`src/rtl/ysyx_22041211_fetch_seq_if.sv`:
```
// Fetch sequencer bus bundle: PC register hookup, memory request/response and decode handoff.
// The master side is the fetch sequencer; the slave side is its environment.
interface ysyx_22041211_fetch_seq_if #(
   parameter int ADDR_LEN = 32,
   parameter int DATA_LEN = 32
);
   logic [ADDR_LEN-1:0] pc;
   logic [ADDR_LEN-1:0] pc_new;
   logic                pc_wen;
   logic                req_valid;
   logic [ADDR_LEN-1:0] req_addr;
   logic                req_ready;
   logic                rsp_valid;
   logic [DATA_LEN-1:0] rsp_data;
   logic                rsp_err;
   logic                inst_valid;
   logic [DATA_LEN-1:0] inst;
   logic [ADDR_LEN-1:0] inst_pc;
   logic                inst_ready;
   logic                redirect_valid;
   logic [ADDR_LEN-1:0] redirect_target;
   logic                fetch_fault;

   modport master (
      input  pc,
      output pc_new, pc_wen,
      output req_valid, req_addr,
      input  req_ready,
      input  rsp_valid, rsp_data, rsp_err,
      output inst_valid, inst, inst_pc,
      input  inst_ready,
      input  redirect_valid, redirect_target,
      output fetch_fault
   );

   modport slave (
      output pc,
      input  pc_new, pc_wen,
      input  req_valid, req_addr,
      output req_ready,
      output rsp_valid, rsp_data, rsp_err,
      input  inst_valid, inst, inst_pc,
      output inst_ready,
      output redirect_valid, redirect_target,
      input  fetch_fault
   );
endinterface

```
`src/rtl/ysyx_22041211_fetch_seq.sv`:
```
// Instruction fetch sequencer: one outstanding fetch, holds the instruction for decode,
// and steers the external PC register on advance, redirect and fault recovery.
//
// state | meaning
// IDLE  | first cycle after reset, no request issued
// REQ   | presenting fetch request for the current pc
// WAIT  | request accepted, waiting for the response
// HOLD  | instruction held and offered to decode
// FAULT | misaligned pc or bus error; waiting for a redirect
module ysyx_22041211_fetch_seq #(
   parameter int ADDR_LEN = 32,
   parameter int DATA_LEN = 32
) (
   input logic                       clk,
   input logic                       rst,
   ysyx_22041211_fetch_seq_if.master bus
);
   localparam logic [2:0] IDLE  = 3'd0;
   localparam logic [2:0] REQ   = 3'd1;
   localparam logic [2:0] WAIT  = 3'd2;
   localparam logic [2:0] HOLD  = 3'd3;
   localparam logic [2:0] FAULT = 3'd4;

   logic [2:0]          state;
   logic [2:0]          state_nx;
   logic [DATA_LEN-1:0] inst_q;
   logic [ADDR_LEN-1:0] inst_pc_q;
   logic [ADDR_LEN-1:0] pend_target;
   logic                pend_valid;
   logic                pc_wen;
   logic [ADDR_LEN-1:0] pc_new;
   logic                req_valid;
   logic                inst_valid;
   logic                aligned;

   assign aligned = (bus.pc[1:0] == 2'b00);

   always_comb begin
      state_nx   = state;
      pc_wen     = 1'b0;
      pc_new     = bus.pc;
      req_valid  = 1'b0;
      inst_valid = 1'b0;
      case (state)
         IDLE: state_nx = REQ;
         REQ: begin
            // a redirect pre-empts the request so the new pc is fetched instead
            if (bus.redirect_valid) begin
               pc_wen = 1'b1;
               pc_new = bus.redirect_target;
            end else if (!aligned) begin
               state_nx = FAULT;
            end else begin
               req_valid = 1'b1;
               if (bus.req_ready) state_nx = WAIT;
            end
         end
         WAIT: begin
            if (bus.rsp_valid) begin
               if (bus.redirect_valid || pend_valid) begin
                  pc_wen   = 1'b1;
                  pc_new   = bus.redirect_valid ? bus.redirect_target : pend_target;
                  state_nx = REQ;
               end else if (bus.rsp_err) begin
                  state_nx = FAULT;
               end else begin
                  state_nx = HOLD;
               end
            end
         end
         HOLD: begin
            if (bus.redirect_valid) begin
               pc_wen   = 1'b1;
               pc_new   = bus.redirect_target;
               state_nx = REQ;
            end else begin
               inst_valid = 1'b1;
               if (bus.inst_ready) begin
                  pc_wen   = 1'b1;
                  pc_new   = bus.pc + ADDR_LEN'(4);
                  state_nx = REQ;
               end
            end
         end
         FAULT: begin
            if (bus.redirect_valid) begin
               pc_wen   = 1'b1;
               pc_new   = bus.redirect_target;
               state_nx = REQ;
            end
         end
         default: state_nx = IDLE;
      endcase
   end

   always_ff @(posedge clk or posedge rst) begin
      if (rst) begin
         state       <= IDLE;
         inst_q      <= '0;
         inst_pc_q   <= '0;
         pend_target <= '0;
         pend_valid  <= 1'b0;
      end else begin
         state <= state_nx;
         if (state == WAIT) begin
            if (bus.rsp_valid) begin
               pend_valid <= 1'b0;
            end else if (bus.redirect_valid) begin
               pend_valid  <= 1'b1;
               pend_target <= bus.redirect_target;
            end
         end
         if (state == WAIT && state_nx == HOLD) begin
            inst_q    <= bus.rsp_data;
            inst_pc_q <= bus.pc;
         end
      end
   end

   assign bus.pc_wen      = pc_wen;
   assign bus.pc_new      = pc_new;
   assign bus.req_valid   = req_valid;
   assign bus.req_addr    = bus.pc;
   assign bus.inst_valid  = inst_valid;
   assign bus.inst        = inst_q;
   assign bus.inst_pc     = inst_pc_q;
   assign bus.fetch_fault = (state == FAULT);
endmodule

```
`src/flat_wrapper.sv`:
```
// flat-port wrapper written by rule: the top's interface ports become plain ports
module ysyx_22041211_fetch_seq_flat 
#(
   parameter int ADDR_LEN = 32,
   parameter int DATA_LEN = 32
)
  (clk, rst, bus_pc, bus_pc_new, bus_pc_wen, bus_req_valid, bus_req_addr, bus_req_ready, bus_rsp_valid, bus_rsp_data, bus_rsp_err, bus_inst_valid, bus_inst, bus_inst_pc, bus_inst_ready, bus_redirect_valid, bus_redirect_target, bus_fetch_fault);
  ysyx_22041211_fetch_seq_if #(.ADDR_LEN(ADDR_LEN), .DATA_LEN(DATA_LEN)) bus_i ();
  input logic clk;
  input logic rst;
  input wire logic [$bits(bus_i.pc)-1:0] bus_pc;
  output wire logic [$bits(bus_i.pc_new)-1:0] bus_pc_new;
  output wire logic [$bits(bus_i.pc_wen)-1:0] bus_pc_wen;
  output wire logic [$bits(bus_i.req_valid)-1:0] bus_req_valid;
  output wire logic [$bits(bus_i.req_addr)-1:0] bus_req_addr;
  input wire logic [$bits(bus_i.req_ready)-1:0] bus_req_ready;
  input wire logic [$bits(bus_i.rsp_valid)-1:0] bus_rsp_valid;
  input wire logic [$bits(bus_i.rsp_data)-1:0] bus_rsp_data;
  input wire logic [$bits(bus_i.rsp_err)-1:0] bus_rsp_err;
  output wire logic [$bits(bus_i.inst_valid)-1:0] bus_inst_valid;
  output wire logic [$bits(bus_i.inst)-1:0] bus_inst;
  output wire logic [$bits(bus_i.inst_pc)-1:0] bus_inst_pc;
  input wire logic [$bits(bus_i.inst_ready)-1:0] bus_inst_ready;
  input wire logic [$bits(bus_i.redirect_valid)-1:0] bus_redirect_valid;
  input wire logic [$bits(bus_i.redirect_target)-1:0] bus_redirect_target;
  output wire logic [$bits(bus_i.fetch_fault)-1:0] bus_fetch_fault;
  assign bus_i.pc = bus_pc;
  assign bus_pc_new = bus_i.pc_new;
  assign bus_pc_wen = bus_i.pc_wen;
  assign bus_req_valid = bus_i.req_valid;
  assign bus_req_addr = bus_i.req_addr;
  assign bus_i.req_ready = bus_req_ready;
  assign bus_i.rsp_valid = bus_rsp_valid;
  assign bus_i.rsp_data = bus_rsp_data;
  assign bus_i.rsp_err = bus_rsp_err;
  assign bus_inst_valid = bus_i.inst_valid;
  assign bus_inst = bus_i.inst;
  assign bus_inst_pc = bus_i.inst_pc;
  assign bus_i.inst_ready = bus_inst_ready;
  assign bus_i.redirect_valid = bus_redirect_valid;
  assign bus_i.redirect_target = bus_redirect_target;
  assign bus_fetch_fault = bus_i.fetch_fault;
  ysyx_22041211_fetch_seq #(.ADDR_LEN(ADDR_LEN), .DATA_LEN(DATA_LEN)) u_core (.clk(clk), .rst(rst), .bus(bus_i));
endmodule
```
`config.mk`:
```
export PLATFORM = sky130hd
export DESIGN_NAME = ysyx_22041211_fetch_seq_flat
export DESIGN_NICKNAME = d
export VERILOG_FILES = /design/src/rtl/ysyx_22041211_fetch_seq_if.sv /design/src/rtl/ysyx_22041211_fetch_seq.sv /design/src/flat_wrapper.sv
export SDC_FILE = /design/constraint.sdc
export NUM_CORES = 1
export LEC_CHECK = 0
export ABC_AREA = 0
export BUFFER_PORTS_ARGS = -buffer_cell sky130_fd_sc_hd__buf_4
export CAP_MARGIN = 10
export CORE_AREA = 2 2 107 119
export CTS_BUF_LIST = sky130_fd_sc_hd__clkbuf_2
export CTS_CLUSTER_SIZE = 40
export DETAILED_ROUTE_END_ITERATION = 8
export DIE_AREA = 0 0 109 121
export GPL_TIMING_DRIVEN = 0
export MAX_ROUTING_LAYER = met4
export PLACE_DENSITY = 0.94
export RECOVER_POWER = 25
export SETUP_SLACK_MARGIN = 0.3
export SLEW_MARGIN = 20
export SYNTH_ARGS = -nofsm -noshare
export SYNTH_HDL_FRONTEND = slang
export SYNTH_SLANG_ARGS = --single-unit
```
`constraint.sdc`:
```
create_clock -name clk -period 6.2 [get_ports clk]
set_input_delay 0.62 -clock clk [delete_from_list [all_inputs] [get_ports clk]]
set_output_delay 0.62 -clock clk [all_outputs]
set_load 0.1 [all_outputs]
```
==> summary.txt <==
Logic synthesis
  – Main synth FF type: dfrtp_1
  – Count of warnings emitted by yosys: 0
  – Number of flops mapped to enable cells by yosys: 0
  – Yosys cell types: 69
  – Asr flop ratio synth: 100%
  – Syn_area_per_cell: 9.39 um2
  – Mapped Area: 6610 um2
  – Post-Syn Nets: 808
  – Seq/Total Area, Yosys: 37.9%
  – Yosys reg bits: 100
  – Syn Inst Count: 704

Min path
  – Hold_sp: bus_rsp_data[29]
  – Hold Path Sink: u_core.bus.inst[29]$_DFFE_PP0P_
  – Hold Crit Class: in -> reg
  – WHS Path Cells: 2

Placed design
  – Placed cell count: 1,080
  – RD Place Congestion: 1.03
  – Detailed placement HPWL: 17,900 um
  – PortBufs: 221
  – Placed Area: 8500 um2

Drt
  – DR pass1 iterations: 6
  – Final ANT Viol Nets: 0
  – DR iter-0 viols: 795
  – Post-route DRC: 0
  – Vias per inst: 6.41
  – Wire per inst: 21.7 um
  – Final WL: 23,800 um
  – Vias: 7,041

Pwr
  – Leakage: 4.28 nW
  – PD cells: 379 nW/um2
  – Peak VDD IR: 0.514 mV

Global routing
  – First-pass GRT wire length: 36,400 um
  – Met1 global-route usage: 46.2%
  – Largest net degree at the start of global routing: 60
  – Grt met3 use: 7.09%
  – GRT busiest layer: met2
  – Total grt overflow: 0
  – Vias in the first global route: 6,990
  – Grt met2 use: 57.6%
  – Initial antenna violation count: 1
  – GRT Total Usage: 37.1%

Layout
  – Synth-to-Final Area Change: 30.3%
  – Non-filler cells, final: 1,098
  – Fillers: 846
  – Core Util, Final: 72.2%
  – Share of cells above drive strength 1: 36.7%
  – Post-layout instance area: 8620 um2
  – Nets: 1,042

Timing
  – Hold slack: 141 ps
  – F_max: 0.239 GHz
  – Crit share post-route: 67.4%
  – Final Max Tran Viols: 42
  – Worst clock skew: 34.8 ps
  – Worst slew margin: -31.0%
  – Worst slew pin tran: 1950 ps
  – Final setup TNS: 0 ps
  – Fin. Hold Viols: 0
  – Minimum clock period: 4180 ps
  – # setup viols final: 0
  – RSZ-0062 raised after global routing: false

Floorplanning
  – Die height: 121 um
  – Chip Width: 109 um
  – Top Ports: 235
  – # rows: 42
  – Die area: 13,200 um2
  – Core area: 11,900 um2
  – Initial Utilization: 55.4%

Clocking
  – Clk buf depth: 2
  – Htree depth: 3
  – CTS tree: yes
  – Root Driver: clkbuf_2
  – CTS Buf Count: 9
  – Clk slew on worst S/H paths: 330 ps
  – Clk Latency, worst-skew pair: 650 ps
  – Clock sink total: 100

Setup path
  – Crit. End Element: primary output
  – Max FO, Critical Path: 10
  – WS Path Type: reg -> out
  – Worst Path Arrival: 3560 ps
  – Worst-case reg-to-reg path depth: 6
  – Required time worst endpoint: 5580 ps
  – Worst r2r dst: u_core.pend_target[13]$_DFFE_PP0P_
  – R2R Setup Slk: 3740 ps
  – Startpoint Class: flip-flop
  – Worst reg2reg startpoint: u_core.state[1]$_DFF_PP0_

Job
  – Max-cap violation count: 1

Run status
  – Status: finished with violations
  – Failing checks: capacitance limit, slew limit
layout make-up:
type,instances,area (um2),share of cell area (%)
Tap cell,154,193,2.24
Clock buffer,9,45.0,0.523
Inverter,17,65.1,0.755
Clock inverter,7,67.6,0.784
Timing Repair Buffer,223,1700,19.7
Antenna cell,1,2.50,0.0290
Sequential cell,100,2500,29.0
Buffer,90,523,6.07
Multi-Input combinational cell,497,3520,40.9
cell usage after synthesis (13+ instances only):
cell      instances  area [um2]
nor3_1           17        85.1
mux2_1           54         608
inv_1            17        63.8
nand3_1          22         110
nand4_1          18         113
nor2_1           30         113
buf_4            32         240
a21oi_1          40         200
dfrtp_1         100        2500
mux2_2           37         417
buf_2            21         105
o21ai_0          39         195
clkbuf_1         30         113
o221ai_1         13         114
nand2_1          60         225
mux2i_1          21         210
placed cells by master, fill, tap and decap left out, types with 4 or more instances in the layout:
cell / instances
nor4_1: 10
buf_6: 5
nand2_1: 60
o21ai_0: 39
o21a_1: 5
or4_1: 5
clkbuf_1: 30
buf_4: 252
o22ai_1: 4
nor2_1: 30
xnor2_1: 4
a211oi_1: 9
buf_2: 21
nor3_1: 17
a311oi_1: 4
mux2_2: 37
inv_1: 16
nand2b_1: 6
and3_1: 6
mux2_1: 54
nand4_1: 18
o2bb2ai_1: 4
a31oi_1: 10
and4_1: 5
a22oi_1: 7
clkbuf_2: 10
o211ai_1: 5
mux2i_1: 21
nand3_1: 22
a21oi_1: 40
o221ai_1: 13
dfrtp_1: 100
through the flow:
stage	worst slack (ps)	power (mW)
2_1_floorplan	638	2.40
3_3_place_gp	1750	2.88
3_5_place_dp	2540	2.90
4_1_cts	2180	3.23
5_1_grt	1950	3.37
6_report	2020	3.26
where the power goes:
| part | switching, mW | leakage [nW] | internal, mW |
|---|---|---|---|
| Combinational | 1.67 | 2.82 | 0.507 |
| Clock | 0.269 | 0.0720 | 0.0655 |
| Sequential | 0.0374 | 1.38 | 0.715 |
sequential cells by signal, summed over array words and instances, names as in the netlist:
| signal | count |
|---|---|
| u_core.pend_valid | 1 |
| u_core.pend_target | 32 |
| u_core.bus.inst_pc | 32 |
| u_core.state | 3 |
| u_core.bus.inst | 32 |
what timing repair did:
| item | CTS | global route |
|---|---|---|
| hold buffers | 1 | 0 |
| gates resized for setup | 0 | 0 |
| hold endpoints to repair | 41 | 0 |
| buffers inserted | 0 | 0 |
worst max path at each step:
stage,startpoint,endpoint,slack (ps),cells past startpoint
floorplan,bus_pc[20],bus_pc_new[26],640,5
global placement,rst,u_core.pend_target[29]$_DFFE_PP0P_,1750,2
detailed placement,bus_redirect_valid,bus_pc_new[4],2540,7
CTS,u_core.state[1]$_DFF_PP0_,bus_pc_new[0],2180,8
global route,u_core.state[2]$_DFF_PP0_,bus_pc_new[0],1950,8
finish,u_core.state[1]$_DFF_PP0_,bus_pc_new[0],2020,8
layer usage:
metal | wire length, um | share of wire (%)
met1 | 8590 | 36
met3 | 2740 | 11
met4 | 1210 | 5.1
met2 | 11300 | 47
met5 | 0 | 0
worst max-delay path: stages, from the launching register on:
cell	delay, ps
dfrtp_1	560
or3b_2	170
clkbuf_1	240
inv_1	120
nor2_1	740
nor2_1	330
o21ai_0	280
o211ai_1	170
buf_4	280
cell families (layout without fill, tap and decap cells):
kind of cell	Yosys count	in the layout	share of synthesized area [%]
AO/OA/AOI/OAI	176	176	17.7
XOR/XNOR	6	6	0.795
adder cells (fa/ha/maj)	1	1	0.189
buffers and inverters	107	346	8.88
flip-flops	100	100	37.9
multiplexers	112	112	18.7
other	0	1	0
AND/OR/NAND/NOR	202	202	15.9
Note: power is estimated with default switching activity, not from simulation.
